## config.mk

```make
export PLATFORM = sky130hd
export DESIGN_NAME = ultrasonic_ranger
export DESIGN_NICKNAME = d
export VERILOG_FILES = /design/src/rtl/distance_pkg.sv /design/src/rtl/echo_sync.sv /design/src/rtl/ultrasonic_ranger.sv
export SDC_FILE = /design/constraint.sdc
export NUM_CORES = 1
export LEC_CHECK = 0
export CAP_MARGIN = 20
export CORE_ASPECT_RATIO = 1.2
export CORE_UTILIZATION = 66
export CTS_CLUSTER_SIZE = 24
export DETAILED_ROUTE_END_ITERATION = 8
export PLACE_DENSITY = 0.85
export SYNTH_ARGS = -nofsm -noshare
export SYNTH_HDL_FRONTEND = slang
export SYNTH_HIERARCHICAL = 1
export SYNTH_SLANG_ARGS = --single-unit
```

## constraint.sdc

```tcl
create_clock -name clk -period 5.5 [get_ports clk]
set_clock_uncertainty 0.15 [all_clocks]
set_input_delay 1.1 -clock clk [delete_from_list [all_inputs] [get_ports clk]]
set_output_delay 1.1 -clock clk [all_outputs]
set_load 0.02 [all_outputs]
```

## src/rtl/distance_pkg.sv

```systemverilog
// distance_pkg: ranger state encoding and default timing constants at 50 MHz
package distance_pkg;
  typedef enum logic [1:0] {IDLE, TRIG, WAIT_ECHO, MEASURE} state_t;
  localparam int TRIG_CYCLES_DEF    = 500;
  localparam int CYCLES_PER_CM_DEF  = 2900;
  localparam int TIMEOUT_CYCLES_DEF = 1_900_000;
  localparam int PERIOD_CYCLES_DEF  = 3_000_000;
  localparam logic [15:0] CM_MAX    = 16'hFFFF;
endpackage

```

## src/rtl/echo_sync.sv

```systemverilog
// echo_sync: two-flop synchronizer for the echo pin with rise/fall detection
module echo_sync (
  input  logic clk,
  input  logic reset_l,
  input  logic echo,
  output logic level,
  output logic rise,
  output logic fall
);
  logic [2:0] sr;
  always_ff @(posedge clk) sr <= !reset_l ? 3'b000 : {sr[1:0], echo};
  assign level = sr[1];
  assign rise  = sr[1] & ~sr[2];
  assign fall  = ~sr[1] & sr[2];
endmodule

```

## src/rtl/ultrasonic_ranger.sv

```systemverilog
// ultrasonic_ranger: periodic trigger, echo width measurement in cm with timeout
module ultrasonic_ranger
  import distance_pkg::*;
#(
  parameter int TRIG_CYCLES    = TRIG_CYCLES_DEF,
  parameter int CYCLES_PER_CM  = CYCLES_PER_CM_DEF,
  parameter int TIMEOUT_CYCLES = TIMEOUT_CYCLES_DEF,
  parameter int PERIOD_CYCLES  = PERIOD_CYCLES_DEF
) (
  input  logic        clk,
  input  logic        reset_l,
  input  logic        echo,
  output logic        trigger,
  output logic [15:0] read_data,
  output logic        read_data_valid,
  output logic        timeout,
  output logic        sample_strobe
);
  state_t state;
  logic level, rise, fall;
  logic [31:0] cnt, pcnt, sub;
  logic [15:0] cm;
  echo_sync u_sync (.clk(clk), .reset_l(reset_l), .echo(echo), .level(level), .rise(rise), .fall(fall));
  // the rise cycle is itself the first echo-high cycle, so cnt and sub start at 1
  always_ff @(posedge clk) begin
    if (!reset_l) begin
      state           <= TRIG;
      trigger         <= 1'b0;
      read_data       <= 16'd0;
      read_data_valid <= 1'b0;
      timeout         <= 1'b0;
      sample_strobe   <= 1'b0;
      cnt             <= 32'd0;
      pcnt            <= 32'd0;
      sub             <= 32'd0;
      cm              <= 16'd0;
    end else begin
      sample_strobe <= 1'b0;
      pcnt          <= pcnt + 32'd1;
      case (state)
        IDLE: if (pcnt >= PERIOD_CYCLES - 1) begin
          state   <= TRIG;
          trigger <= 1'b1;
          cnt     <= 32'd1;
          pcnt    <= 32'd0;
        end
        TRIG: if (cnt == TRIG_CYCLES) begin
          state   <= WAIT_ECHO;
          trigger <= 1'b0;
          cnt     <= 32'd0;
        end else begin
          if (cnt == 32'd0) pcnt <= 32'd0;
          trigger <= 1'b1;
          cnt     <= cnt + 32'd1;
        end
        WAIT_ECHO: if (rise) begin
          state <= MEASURE;
          cnt   <= 32'd1;
          sub   <= 32'd1;
          cm    <= 16'd0;
        end else if (cnt == TIMEOUT_CYCLES - 1) begin
          state           <= IDLE;
          read_data       <= CM_MAX;
          timeout         <= 1'b1;
          read_data_valid <= 1'b1;
          sample_strobe   <= 1'b1;
        end else cnt <= cnt + 32'd1;
        MEASURE: if (fall) begin
          state           <= IDLE;
          read_data       <= cm;
          timeout         <= 1'b0;
          read_data_valid <= 1'b1;
          sample_strobe   <= 1'b1;
        end else if (level && cnt == TIMEOUT_CYCLES - 1) begin
          state           <= IDLE;
          read_data       <= CM_MAX;
          timeout         <= 1'b1;
          read_data_valid <= 1'b1;
          sample_strobe   <= 1'b1;
        end else begin
          cnt <= cnt + 32'd1;
          sub <= (sub == CYCLES_PER_CM - 1) ? 32'd0 : sub + 32'd1;
          if (sub == CYCLES_PER_CM - 1) cm <= (cm == CM_MAX) ? cm : cm + 16'd1;
        end
        default: state <= TRIG;
      endcase
    end
  end
endmodule

```

After elaboration in Yosys (flattened, before gate mapping)
Cells that the tools add are included.
Widths: inputs -> output; s select.
- bits in registers: 137
- bits in latches: 0
- bits in writable memories: 0
- ROM bits: 0
- bits of input ports: 3
- output and inout bits: 20
- logic and storage cells: 99
- memories: 0
- add/sub/neg operators: 4
- $mul: 0
- div/mod/pow operators: 0
- $lt $le $gt $ge: 1
- equal/unequal tests: 19
- shift-type cells: 0
- multiplexer cells: 49
- bitwise operators: 4
- reductions and logical operators: 11
- operators by type and width (operator ; count):
    $mux 32 ; 13
    $mux 16 ; 9
    $pmux 32 s2 ; 2
    $pmux 32 s4 ; 1
    $add 32x1->32 const B ; 3
    $pmux 16 s2 ; 2
    $eq 32x12->1 const B ; 1
    $eq 32x21->1 const B ; 1
    $eq 32x9->1 const B ; 1
    $ge 32x22->1 const B ; 1
    $logic_not 32->1 ; 1
    $ne 2x2->1 const B ; 9
    $add 16x1->16 const B ; 1
    $eq 16x16->1 const B ; 1
    $reduce_and 4->1 ; 4
    $mux 2 ; 6
    $mux 1 ; 11
    $ne 3x3->1 const B ; 3
    $pmux 1 s2 ; 4
    $pmux 2 s4 ; 1
    $reduce_and 6->1 ; 1
    $eq 2x2->1 const B ; 2
    $reduce_bool 2->1 ; 2
    $and 1x1->1 ; 2
    other kinds (5) ; 6

Logic depth before layout (Yosys ltp)
Gate-level depths: netlist of the first run.
- word-level depth: 6
- mapped depth: 10
- depth with buffers taken out: 8

Hierarchy
The synthesis of the first run kept the hierarchy.
- modules (own cells, without submodules) (module ; times used ; cells each ; area an instance (um2)):
    ultrasonic_ranger ; 1 ; 826 ; 6862.8
    echo_sync ; 1 ; 8 ; 91.3

Worst setup path before layout of the first run
No wires, ideal clock.
- path type: reg-to-reg
- start: register sub[0]
- end: register cm[10]
- arrival: 2200 ps
- data required time: 5280 ps
- slack: 3080 ps
- stages on the path, launching flop included: 9
- clock period less this slack: 2420 ps
- cell sequence: dfxtp_1 ha_1 nor4b_2 nand4_1 o21ai_2 o211ai_2 buf_4 or4_1 a21oi_1
- word-level cells in the longest chain between the ends: 3
- RTL lines (item ; line ; RTL):
    start, declared ; ultrasonic_ranger.sv:21 ; logic [31:0] cnt, pcnt, sub;
    start signal, assigned ; ultrasonic_ranger.sv:82 ; sub <= (sub == CYCLES_PER_CM - 1) ? 32'd0 : sub + 32'd1;
    $eq 32x12->1 ; ultrasonic_ranger.sv:83 ; if (sub == CYCLES_PER_CM - 1) cm <= (cm == CM_MAX) ? cm : cm + 16'd1;
    $ne 2x2->1 (no source line) ; n/a ;
    $reduce_and 6->1 (no source line) ; n/a ;
    end signal, assigned ; ultrasonic_ranger.sv:83 ;
    end, declared ; ultrasonic_ranger.sv:22 ; logic [15:0] cm;
No other way between the ends.
A chain may end at the register's enable or synchronous reset.

Worst setup path after layout of the first run
- start: register cnt[1]
- end: register cnt[1]
- word-level cells in the longest chain between the ends: 4
- elaborated cells on any way between the ends: 13
- RTL lines (item ; line ; RTL):
    start, declared ; ultrasonic_ranger.sv:21 ;
    start signal, assigned ; ultrasonic_ranger.sv:54 ; cnt <= cnt + 32'd1;
    start signal, assigned ; ultrasonic_ranger.sv:67 ; end else cnt <= cnt + 32'd1;
    start signal, assigned ; ultrasonic_ranger.sv:81 ; cnt <= cnt + 32'd1;
    $add 32x1->32 or $eq 32x21->1 (tied branches) ; n/a ;
    $mux 32, or another cell as far along ; ultrasonic_ranger.sv:74 ; end else if (level && cnt == TIMEOUT_CYCLES - 1) begin
    $mux 32, or another cell as far along ; ultrasonic_ranger.sv:68 ; MEASURE: if (fall) begin
    $pmux 32 s4 or $reduce_and 4->1 (tied branches) ; n/a ;
Several ways; a longest one is shown, not always the timed one. The select of a mux whose other input is x is not followed.

==> results of run 1 <==
kinds of logic after synthesis:
logic type      after synthesis  share of synthesized area, %
compound gates              154                         14.52
xor+xnor                     61                         7.683
fa+ha+maj                     5                        0.8996
buf+inv                      65                         4.480
flops                       137                         39.44
mux                           4                        0.5758
simple gates                408                         32.40
sequential cells by signal (all words and copies together) (netlist names):
name	flops
sub	32
sample_strobe	1
state	2
cm	16
trigger	1
timeout	1
cnt	32
read_data_valid	1
read_data	16
pcnt	32
u_sync/sr	3
power groups by stage:
stage	sequential (mW)	clock [mW]	combinational [mW]
after floorplan	1.02	0	0.0355
after global placement	1.02	0	0.0439
after detailed placement	1.02	0	0.0485
after CTS	1.00	1.09	0.0487
after global routing	1.00	1.14	0.0555
final	1.00	1.09	0.0502
metrics by stage:
step | area [um2] | instances | setup WS (ns) | hold WS, ns
2_1_floorplan | 6954 | 834 | 3.080 | 0.2557
3_3_place_gp | 7146 | 940 | 2.083 | 0.2626
3_5_place_dp | 7161 | 941 | 2.061 | 0.2627
4_1_cts | 7732 | 973 | 2.214 | 0.2771
5_1_grt | 7759 | 975 | 2.128 | 0.3000
6_report | 7759 | 975 | 2.272 | 0.2757
Yosys cell counts (7+ instances only):
cell type	count	area share (%)
a21oi_1	46	3.3
and2_1	7	0.63
and3_1	17	1.5
and4_1	8	1.0
buf_2	12	0.86
clkbuf_1	24	1.3
dfxtp_1	137	39
inv_1	19	1.0
nand2_1	49	2.6
nand3_1	46	3.3
nand4_1	38	3.4
nor2_1	104	5.6
nor3_1	38	2.7
nor4_1	27	2.4
o21ai_0	39	2.8
o31ai_1	20	2.2
or3_1	16	1.4
or4_1	21	2.3
xnor2_1	44	5.5
xor2_1	17	2.1
routing by layer:
layer  vias to the layer above  share of wire (%)  track usage [%]
met1                      3035                 42            37.32
met2                       228                 51            53.62
li1                       3078                  -                -
met4                         0                1.5            13.23
met5                         -                  0                0
met3                        28                5.5            7.105
placed cells by master (no fill, tap or decap), types with 4 or more instances in the layout:
cell type | Yosys | layout
o211ai_1 | 5 | 5
clkbuf_16 | 0 | 17
nor4_1 | 27 | 27
and2_1 | 7 | 7
nand4_1 | 38 | 38
xnor2_1 | 44 | 44
a31oi_1 | 6 | 6
and3_1 | 17 | 17
nor3_1 | 38 | 38
buf_4 | 2 | 4
clkdlybuf4s50_1 | 0 | 22
and4_1 | 8 | 8
inv_1 | 19 | 19
or3_1 | 16 | 16
o31ai_1 | 20 | 20
nor2_1 | 104 | 104
nand2b_1 | 4 | 4
nor2b_1 | 4 | 4
o21ai_0 | 39 | 39
mux2i_1 | 4 | 4
clkbuf_1 | 24 | 4
or4_1 | 21 | 21
xor2_1 | 17 | 17
clkbuf_8 | 0 | 5
a2111oi_1 | 4 | 4
nand3_1 | 46 | 46
a21oi_1 | 46 | 46
a211oi_1 | 6 | 6
dfxtp_1 | 137 | 137
ha_1 | 5 | 5
nand2_1 | 49 | 49
worst max path at each step:
stage	cells after the start	slack (ns)	startpoint	end
after floorplan	8	3.08	sub[0]$_SDFFE_PN0P_	cm[10]$_SDFFE_PN0P_
after global placement	6	2.08	reset_l	sub[11]$_SDFFE_PN0P_
after detailed placement	6	2.06	reset_l	sub[11]$_SDFFE_PN0P_
after CTS	6	2.21	cnt[2]$_SDFFE_PN0P_	sub[20]$_SDFFE_PN0P_
after global routing	8	2.13	cnt[1]$_SDFFE_PN0P_	cnt[1]$_SDFFE_PN0P_
final	8	2.27	cnt[1]$_SDFFE_PN0P_	cnt[1]$_SDFFE_PN0P_
final cells by class:
class / count / share of cell area, %
Sequential cell: 137 / 35.35
Clock buffer: 26 / 6.563
Multi-Input combinational cell: 632 / 50.57
Tap cell: 126 / 2.032
Clock inverter: 6 / 0.8063
Inverter: 19 / 0.9192
Timing Repair Buffer: 29 / 3.757
==> results.json, run 1 <==
{
  "numCtsBuffers": 17,
  "die-area_mm2": 0.01095,
  "wirelength_um": 16360,
  "synthArstFlopShare_pct": 0,
  "antennaDiodeCount": 0,
  "synth_area_mm2": 0.006954,
  "cp_cell_sequence": "ha_1 -> nand4_1 -> or4_1 -> nor4_4 -> buf_4 -> nor3_1 -> mux2i_1 -> nor2_1",
  "cts_setup_buffers": 0,
  "p_clk_share_pct": 50.9,
  "reg2reg_to": "cnt[1]$_SDFFE_PN0P_",
  "synth_seq_cells": 137,
  "die_w_um": 95.71,
  "clk_pin_slew_worst_paths_ns": 0.06,
  "antenna_found_initial": 0,
  "multi_input_area_mm2": 0.003924,
  "setup_violations": 0,
  "fin_util_pct": 76.74,
  "ant_nets": 0,
  "path_max_fanout": 26,
  "cts_sinks": 137,
  "detail_route.vias_per_cell": 6.532,
  "clk_latency_ns": 0.42,
  "required_ns": 5.63,
  "cts_tree": "yes",
  "drtIter0Drc": 513,
  "endpoint_kind": "flip-flop",
  "synthFlopType": "dfxtp_1",
  "synth_seq_area_share_pct": 39.44,
  "critPathLaunchType": "flip-flop",
  "synth_edf_count": 0,
  "relSlewSlack_pct": 32.25,
  "p_leak_nw": 2.545,
  "drc": 0,
  "critPathArrivalTime_ns": 3.36,
  "slowest_delay_ns": 0.69,
  "dr.pass1.iters": 5,
  "gp_congestion": 0.8697,
  "ir_worst_vdd_uv": 203.7,
  "final.setup.tns_ns": 0,
  "hpwl_um": 10520,
  "htree_levels": 4,
  "avgSynthCellArea_um2": 8.338,
  "drive_above_1_share_pct": 7.303,
  "layout-area-overhead-vs-synth_pct": 11.57,
  "fmax_mhz": 309.8,
  "maxSlewViolCount": 0,
  "outcome": "finished, final reports clean",
  "hold_class": "flip-flop to flip-flop",
  "ctsHoldBuffers": 0,
  "hold_viol_final": 0,
  "hp-start": "u_sync/sr[0]$_SDFF_PN0_",
  "critical_path_buf_inv_count": 1,
  "grt_max_degree": 35,
  "switchingPower_uw": 450.3,
  "grt_pass1_vias": 6122,
  "seqCellArea_mm2": 0.002743,
  "start_util_pct": 68.79,
  "clockRootBuffer": "clkbuf_16",
  "nFillCells": 750,
  "rr_worst_depth": 8,
  "fin_crit_ns": 3.228,
  "port_buffers": 22,
  "criticalPathCategory": "flip-flop to flip-flop",
  "cts.path.max_buffers": 2,
  "ys.warnings.count": 6,
  "crit_slowest_cell": "nor4_4",
  "power.density_mw_per_mm2": 276.2,
  "ff2ff_setup_slack_ns": 2.27,
  "timing.rr.start": "cnt[1]$_SDFFE_PN0P_",
  "finalPower_mw": 2.143,
  "core_mm2": 0.01011,
  "seq_power_share_pct": 46.8,
  "fp.dieH_um": 114.4,
  "nets": 844,
  "cts.repair.resized": 0,
  "p_int_mw": 1.693,
  "critPathTopFamily": "simple AND/OR/NAND/NOR gates",
  "rsz0062_at_grt": "false",
  "synth.distinct_cells": 69,
  "drv_cap": 0,
  "synth_nets": 842,
  "worstHoldEndpoint": "u_sync/sr[1]$_SDFF_PN0_",
  "hold_depth": 1,
  "vias": 6369,
  "pwr-share-comb_pct": 2.3,
  "fin_crit_sh_pct": 58.69,
  "num_io_pins": 23,
  "syn-instance-count": 834,
  "grt_pass1_wl_um": 27470,
  "switching_share_pct": 21.01,
  "wl_per_cell_um": 16.78,
  "num_rows": 40,
  "track_usage_pct": 31.34,
  "overflow": 0,
  "tightest_slew_ns": 1.016
}
Note: power is estimated with default switching activity, not from simulation.
==> run 2: changes to the inputs <==
--- a/config.mk
+++ b/config.mk
@@ -7,10 +7,10 @@
 export LEC_CHECK = 0
 export CAP_MARGIN = 20
 export CORE_ASPECT_RATIO = 1.2
-export CORE_UTILIZATION = 66
+export CORE_UTILIZATION = 56
 export CTS_CLUSTER_SIZE = 24
 export DETAILED_ROUTE_END_ITERATION = 8
-export PLACE_DENSITY = 0.85
+export PLACE_DENSITY = 0.77
 export SYNTH_ARGS = -nofsm -noshare
 export SYNTH_HDL_FRONTEND = slang
 export SYNTH_HIERARCHICAL = 1
==> constraint.sdc (replaced) <==
create_clock -name clk -period 2.75 [get_ports clk]
set_clock_uncertainty 0.15 [all_clocks]
set_input_delay 0.55 -clock clk [delete_from_list [all_inputs] [get_ports clk]]
set_output_delay 0.55 -clock clk [all_outputs]
set_load 0.02 [all_outputs]
==> run 2 against run 1 <==
  * Fmax up 24%
  * First-iteration DRC count fell by 12%
  * Highest routed layer unchanged
  * Global-route usage decreased by 3.8 points
  * Non-clock buffer count up 33
==> results.json, run 2 (synthesis results as in run 1) <==
{
  "postLayoutCellArea_mm2": 0.008093,
  "num_rows": 44,
  "hold_depth": 1,
  "num_io_pins": 23,
  "final_cell_mix": "dfxtp_1, nor2_1, nand2_1, a21oi_1, nand3_1",
  "cts.path.max_buffers": 2,
  "rsz0062_at_grt": "false",
  "cts_setup_buffers": 0,
  "seqCellArea_mm2": 0.002743,
  "antenna_found_initial": 0,
  "port_buffers": 22,
  "setup_violations": 0,
  "outcome": "finished, final reports clean",
  "cpMostUsedCell": "or3_1",
  "die_w_um": 103.7,
  "hold_class": "flip-flop to flip-flop",
  "critPathLaunchType": "flip-flop",
  "hpwl_um": 11590,
  "power.density_mw_per_mm2": 542.3,
  "gp_congestion": 0.9472,
  "critPathArrivalTime_ns": 2.80,
  "start_util_pct": 57.42,
  "clockRootBuffer": "clkbuf_16",
  "vias": 6499,
  "hold_viol_final": 0,
  "crit_slowest_cell": "dfxtp_1",
  "wl_per_cell_um": 16.53,
  "nets": 877,
  "detail_route.vias_per_cell": 6.237,
  "p_leak_nw": 2.723,
  "tightest_slew_ns": 0.7523,
  "endpoint_kind": "flip-flop",
  "fp.dieH_um": 124.1,
  "ant_nets": 0,
  "drc": 0,
  "largest_registers": "cnt: 32 flops, pcnt: 32 flops, sub: 32 flops",
  "htree_levels": 4,
  "hold-worst-slack_ns": 0.2936,
  "fin_crit_sh_pct": 94.66,
  "core_mm2": 0.01211,
  "grt_pass1_wl_um": 28500,
  "criticalPathCategory": "flip-flop to flip-flop",
  "wirelength_um": 17220,
  "slowest_delay_ns": 0.49,
  "cp_cell_sequence": "nand4_2 -> nor4_2 -> nand4_1 -> or3_1 -> or3_1 -> a21oi_1",
  "track_usage_pct": 27.53,
  "cts_tree": "yes",
  "overflow": 0,
  "grt_pass1_vias": 6102,
  "fmax_mhz": 384.2,
  "drtIter0Drc": 454,
  "dpl-instance-area_mm2": 0.007485,
  "grt_max_degree": 33,
  "drive_above_1_share_pct": 11.01,
  "clk_latency_ns": 0.43,
  "fin_crit_ns": 2.603,
  "antennaDiodeCount": 0,
  "required_ns": 2.95,
  "ir_worst_vdd_uv": 364.7,
  "multi_input_area_mm2": 0.003953,
  "layout-area-overhead-vs-synth_pct": 16.37,
  "numCtsBuffers": 17,
  "drv_cap": 0,
  "relSlewSlack_pct": 49.65,
  "nFillCells": 1017,
  "path_max_fanout": 9,
  "die-area_mm2": 0.01287,
  "clk_pin_slew_worst_paths_ns": 0.06,
  "rr_worst_depth": 6,
  "maxSlewViolCount": 0,
  "dr.pass1.iters": 5,
  "final_common_cell": "dfxtp_1",
  "final.setup.tns_ns": 0,
  "cts_sinks": 137
}
## run 2: worst max-delay path: cells and delay by family (launching register included)
family,cells,cell delay (ns)
and+or+nand+nor,5,1.74
DFF,1,0.49
AOI/OAI and AO/OA,1,0.15
## run 2: final cells by class
class                   count  area share [%]
clock inverters             8           1.500
clock buffers              23           5.659
inverters                  19          0.8813
flip-flops and latches    137           33.89
well taps                 161           2.489
multi-input cells         632           48.84
repair buffers             62           6.741
## run 2: power breakdown
part / total [mW] / switching [mW] / internal (mW)
Clock: 2.27 / 0.835 / 1.44
Combinational: 0.109 / 0.0751 / 0.0340
Sequential: 2.00 / 0.00957 / 2.00
## run 2: through the flow
stage / util, % / power [mW] / cells / setup WS, ns
6_report: 66.82 / 4.388 / 1042 / 0.1470
5_1_grt: 66.82 / 4.521 / 1042 / 0.006009
4_1_cts: 66.64 / 4.413 / 1042 / 0.1153
3_5_place_dp: 61.80 / 2.152 / 1011 / 0.02217
3_3_place_gp: 61.80 / 2.149 / 1011 / 0.1788
2_1_floorplan: - / 2.116 / 834 / 0.3301
## run 2: worst paths after layout
kind / from / end / slack (ns)
max: cnt[6]$_SDFFE_PN0P_ / cnt[28]$_SDFFE_PN0P_ / 0.15
max reg2reg: cnt[6]$_SDFFE_PN0P_ / cnt[28]$_SDFFE_PN0P_ / 0.15
min: u_sync/sr[0]$_SDFF_PN0_ / u_sync/sr[1]$_SDFF_PN0_ / 0.29
min reg2reg: u_sync/sr[0]$_SDFF_PN0_ / u_sync/sr[1]$_SDFF_PN0_ / 0.29
## run 2: metal layers
layer	part of all wire, %	routed length, um	track usage, %	up-vias
met5	0	0	0	-
met4	2.4	419	13.66	0
met3	5.4	926	6.122	47
met2	48	8348	47.06	208
met1	44	7525	33.02	3081
li1	-	-	-	3163
## run 2: repair_timing
action | CTS | global route
setup endpoints to repair | 26 | 10
hold buffers | 0 | 0
gates cloned | 0 | 0
resized for setup | 1 | 4
==> run 3: changes to the inputs <==
--- a/config.mk
+++ b/config.mk
@@ -10,6 +10,7 @@
 export CORE_UTILIZATION = 56
 export CTS_CLUSTER_SIZE = 24
 export DETAILED_ROUTE_END_ITERATION = 8
+export GPL_TIMING_DRIVEN = 0
 export PLACE_DENSITY = 0.77
 export SYNTH_ARGS = -nofsm -noshare
 export SYNTH_HDL_FRONTEND = slang
==> run 3 against run 2 <==
  * Final cell count rose by 0.48%
  * Sequential share of layout area grew 0.24 points
  * Critical path depth is 2 higher
  * Clock-buffer cell count increased by 2
  * Register-to-register slack worse by 0.03 ns
  * Design area fell by 0.65%
  * Global-route usage is essentially flat
  * Clock power is 5% lower
  * Die area stayed put
  * Critical path type unchanged
  * Sequential power about the same
==> results.json, run 3 (synthesis results as in run 1) <==
{
  "outcome": "finished, final reports clean",
  "reg2reg_to": "cm[9]$_SDFFE_PN0P_",
  "critPathArrivalTime_ns": 2.83,
  "timing.rr.start": "sub[0]$_SDFFE_PN0P_",
  "grt_pass1_wl_um": 28620,
  "final_cell_mix": "dfxtp_1, nor2_1, nand2_1, a21oi_1, nand3_1",
  "relSlewSlack_pct": 58.33,
  "endpoint_kind": "flip-flop",
  "rr_worst_depth": 8,
  "drtIter0Drc": 533,
  "dpl-instance-area_mm2": 0.007376,
  "maxSlewViolCount": 0,
  "critPathLaunchType": "flip-flop",
  "numCtsBuffers": 17,
  "hold_viol_final": 0,
  "drc": 0,
  "setup_violations": 0,
  "nets": 885,
  "p_leak_nw": 2.706,
  "tightest_slew_ns": 0.6193,
  "switching_share_pct": 20.95,
  "track_usage_pct": 27.55,
  "cts.path.max_buffers": 2,
  "dr.pass1.iters": 5,
  "hold_class": "flip-flop to flip-flop",
  "clk_pin_slew_worst_paths_ns": 0.06,
  "hp-start": "u_sync/sr[0]$_SDFF_PN0_",
  "crit_slowest_cell": "or4_1",
  "hold_depth": 1,
  "num_rows": 44,
  "cts_sinks": 137,
  "multi_input_area_mm2": 0.003989,
  "ff2ff_setup_slack_ns": 0.12,
  "hpwl_um": 11950,
  "wirelength_um": 17310,
  "ant_nets": 0,
  "clk_latency_ns": 0.43,
  "htree_levels": 4,
  "ir_worst_vdd_uv": 469.8,
  "drive_above_1_share_pct": 9.594,
  "pre_cts_slack_ns": -0.05818,
  "switchingPower_uw": 891.6,
  "die-area_mm2": 0.01287,
  "layout-area-overhead-vs-synth_pct": 15.62,
  "die_w_um": 103.7,
  "pwr-share-comb_pct": 2.5,
  "port_buffers": 22,
  "path_max_fanout": 10,
  "p_clk_share_pct": 50.4,
  "antennaDiodeCount": 0,
  "grt_pass1_vias": 6042,
  "worst_slack_ns": 0.1181,
  "cts_tree": "yes",
  "fp.dieH_um": 124.1,
  "detail_route.vias_per_cell": 6.257,
  "crit_path_start": "sub[0]$_SDFFE_PN0P_",
  "drv_cap": 0,
  "clockRootBuffer": "clkbuf_16",
  "critPathTopFamily": "simple AND/OR/NAND/NOR gates",
  "antenna_found_initial": 0,
  "overflow": 0,
  "p_int_mw": 3.365,
  "wl_per_cell_um": 16.53,
  "critical_path_buf_inv_count": 1,
  "largest_registers": "cnt: 32 flops, pcnt: 32 flops, sub: 32 flops",
  "nFillCells": 1004,
  "start_util_pct": 57.42,
  "seqCellArea_mm2": 0.002744,
  "fin_crit_sh_pct": 95.70,
  "postLayoutCellArea_mm2": 0.008040,
  "worstHoldEndpoint": "u_sync/sr[1]$_SDFF_PN0_",
  "vias": 6551,
  "grt_max_degree": 17,
  "final_common_cell": "dfxtp_1",
  "slowest_delay_ns": 0.50,
  "core_mm2": 0.01211,
  "seq_power_share_pct": 47.1,
  "cp_cell_sequence": "ha_4 -> nor4b_2 -> nand4_1 -> o21ai_4 -> o211ai_2 -> buf_4 -> or4_1 -> a21oi_1",
  "required_ns": 2.94,
  "fin_crit_ns": 2.632,
  "num_io_pins": 23,
  "power.density_mw_per_mm2": 529.4,
  "criticalPathCategory": "flip-flop to flip-flop",
  "gp_congestion": 0.9339,
  "fmax_mhz": 380.0,
  "finalPower_mw": 4.257
}
==> run 3: cell count changes in the layout (fill, tap and decap cells not counted), moves of 2 or more <==
cell / previous run / this run
buf_4: 38 / 6
nor4_4: 3 / 5
nor4_2: 5 / 3
buf_6: 0 / 6
clkbuf_2: 0 / 3
clkbuf_8: 1 / 5
clkbuf_1: 5 / 22
buf_1: 0 / 2
bufinv_16: 3 / 1
o21ai_2: 2 / 0
buf_2: 0 / 11
buf_12: 2 / 0
==> run 3: layout make-up <==
class	instances	area share, %
Clock buffer	25	6.287
Tap cell	161	2.505
Timing Repair Buffer	26	3.112
Clock inverter	3	0.4980
Sequential cell	137	34.13
Inverter	19	0.8870
Buffer	44	2.972
Multi-Input combinational cell	632	49.61
==> run 3: what timing repair did <==
action | in CTS | in global routing
endpoints found under the setup margin | 19 | 80
hold buffers | 0 | 0
pin swaps | 0 | 3
buffers inserted | 0 | 4
resized for setup | 3 | 19
==> run 3: metal layers <==
metal	up-vias	track usage, %	part of all wire [%]
met5	-	0	0
met4	0	12.59	2.0
met3	38	6.175	5.6
met2	228	47.78	50
met1	3121	32.88	43
li1	3164	-	-
==> run 3: worst max path at each step <==
stage          cells past startpoint                    to
2_1_floorplan                      8   cm[10]$_SDFFE_PN0P_
3_3_place_gp                       8    cm[6]$_SDFFE_PN0P_
3_5_place_dp                       8    cm[9]$_SDFFE_PN0P_
4_1_cts                            8    cm[9]$_SDFFE_PN0P_
5_1_grt                            6  cnt[12]$_SDFFE_PN0P_
6_report                           8    cm[9]$_SDFFE_PN0P_
==> run 3: stage by stage <==
| stage | hold WS [ns] | TNS (ns) | util (%) | std cells |
|---|---|---|---|---|
| 2_1_floorplan | 0.2557 | 0 | - | 834 |
| 3_3_place_gp | 0.2688 | 0 | 60.90 | 1017 |
| 3_5_place_dp | 0.2665 | -0.1701 | 60.90 | 1017 |
| 4_1_cts | 0.2795 | 0 | 65.55 | 1045 |
| 5_1_grt | 0.2927 | -1.068 | 66.38 | 1047 |
| 6_report | 0.2777 | 0 | 66.38 | 1047 |
==> run 3: power by group through the flow <==
stage                     Clock [mW]  Sequential [mW]  Combinational [mW]
after CTS                       2.17             2.00               0.105
after detailed placement           0             2.05               0.104
final                           2.15             2.00               0.106
after global routing            2.27             2.00               0.118
after floorplan                    0             2.05              0.0710
after global placement             0             2.05               0.101
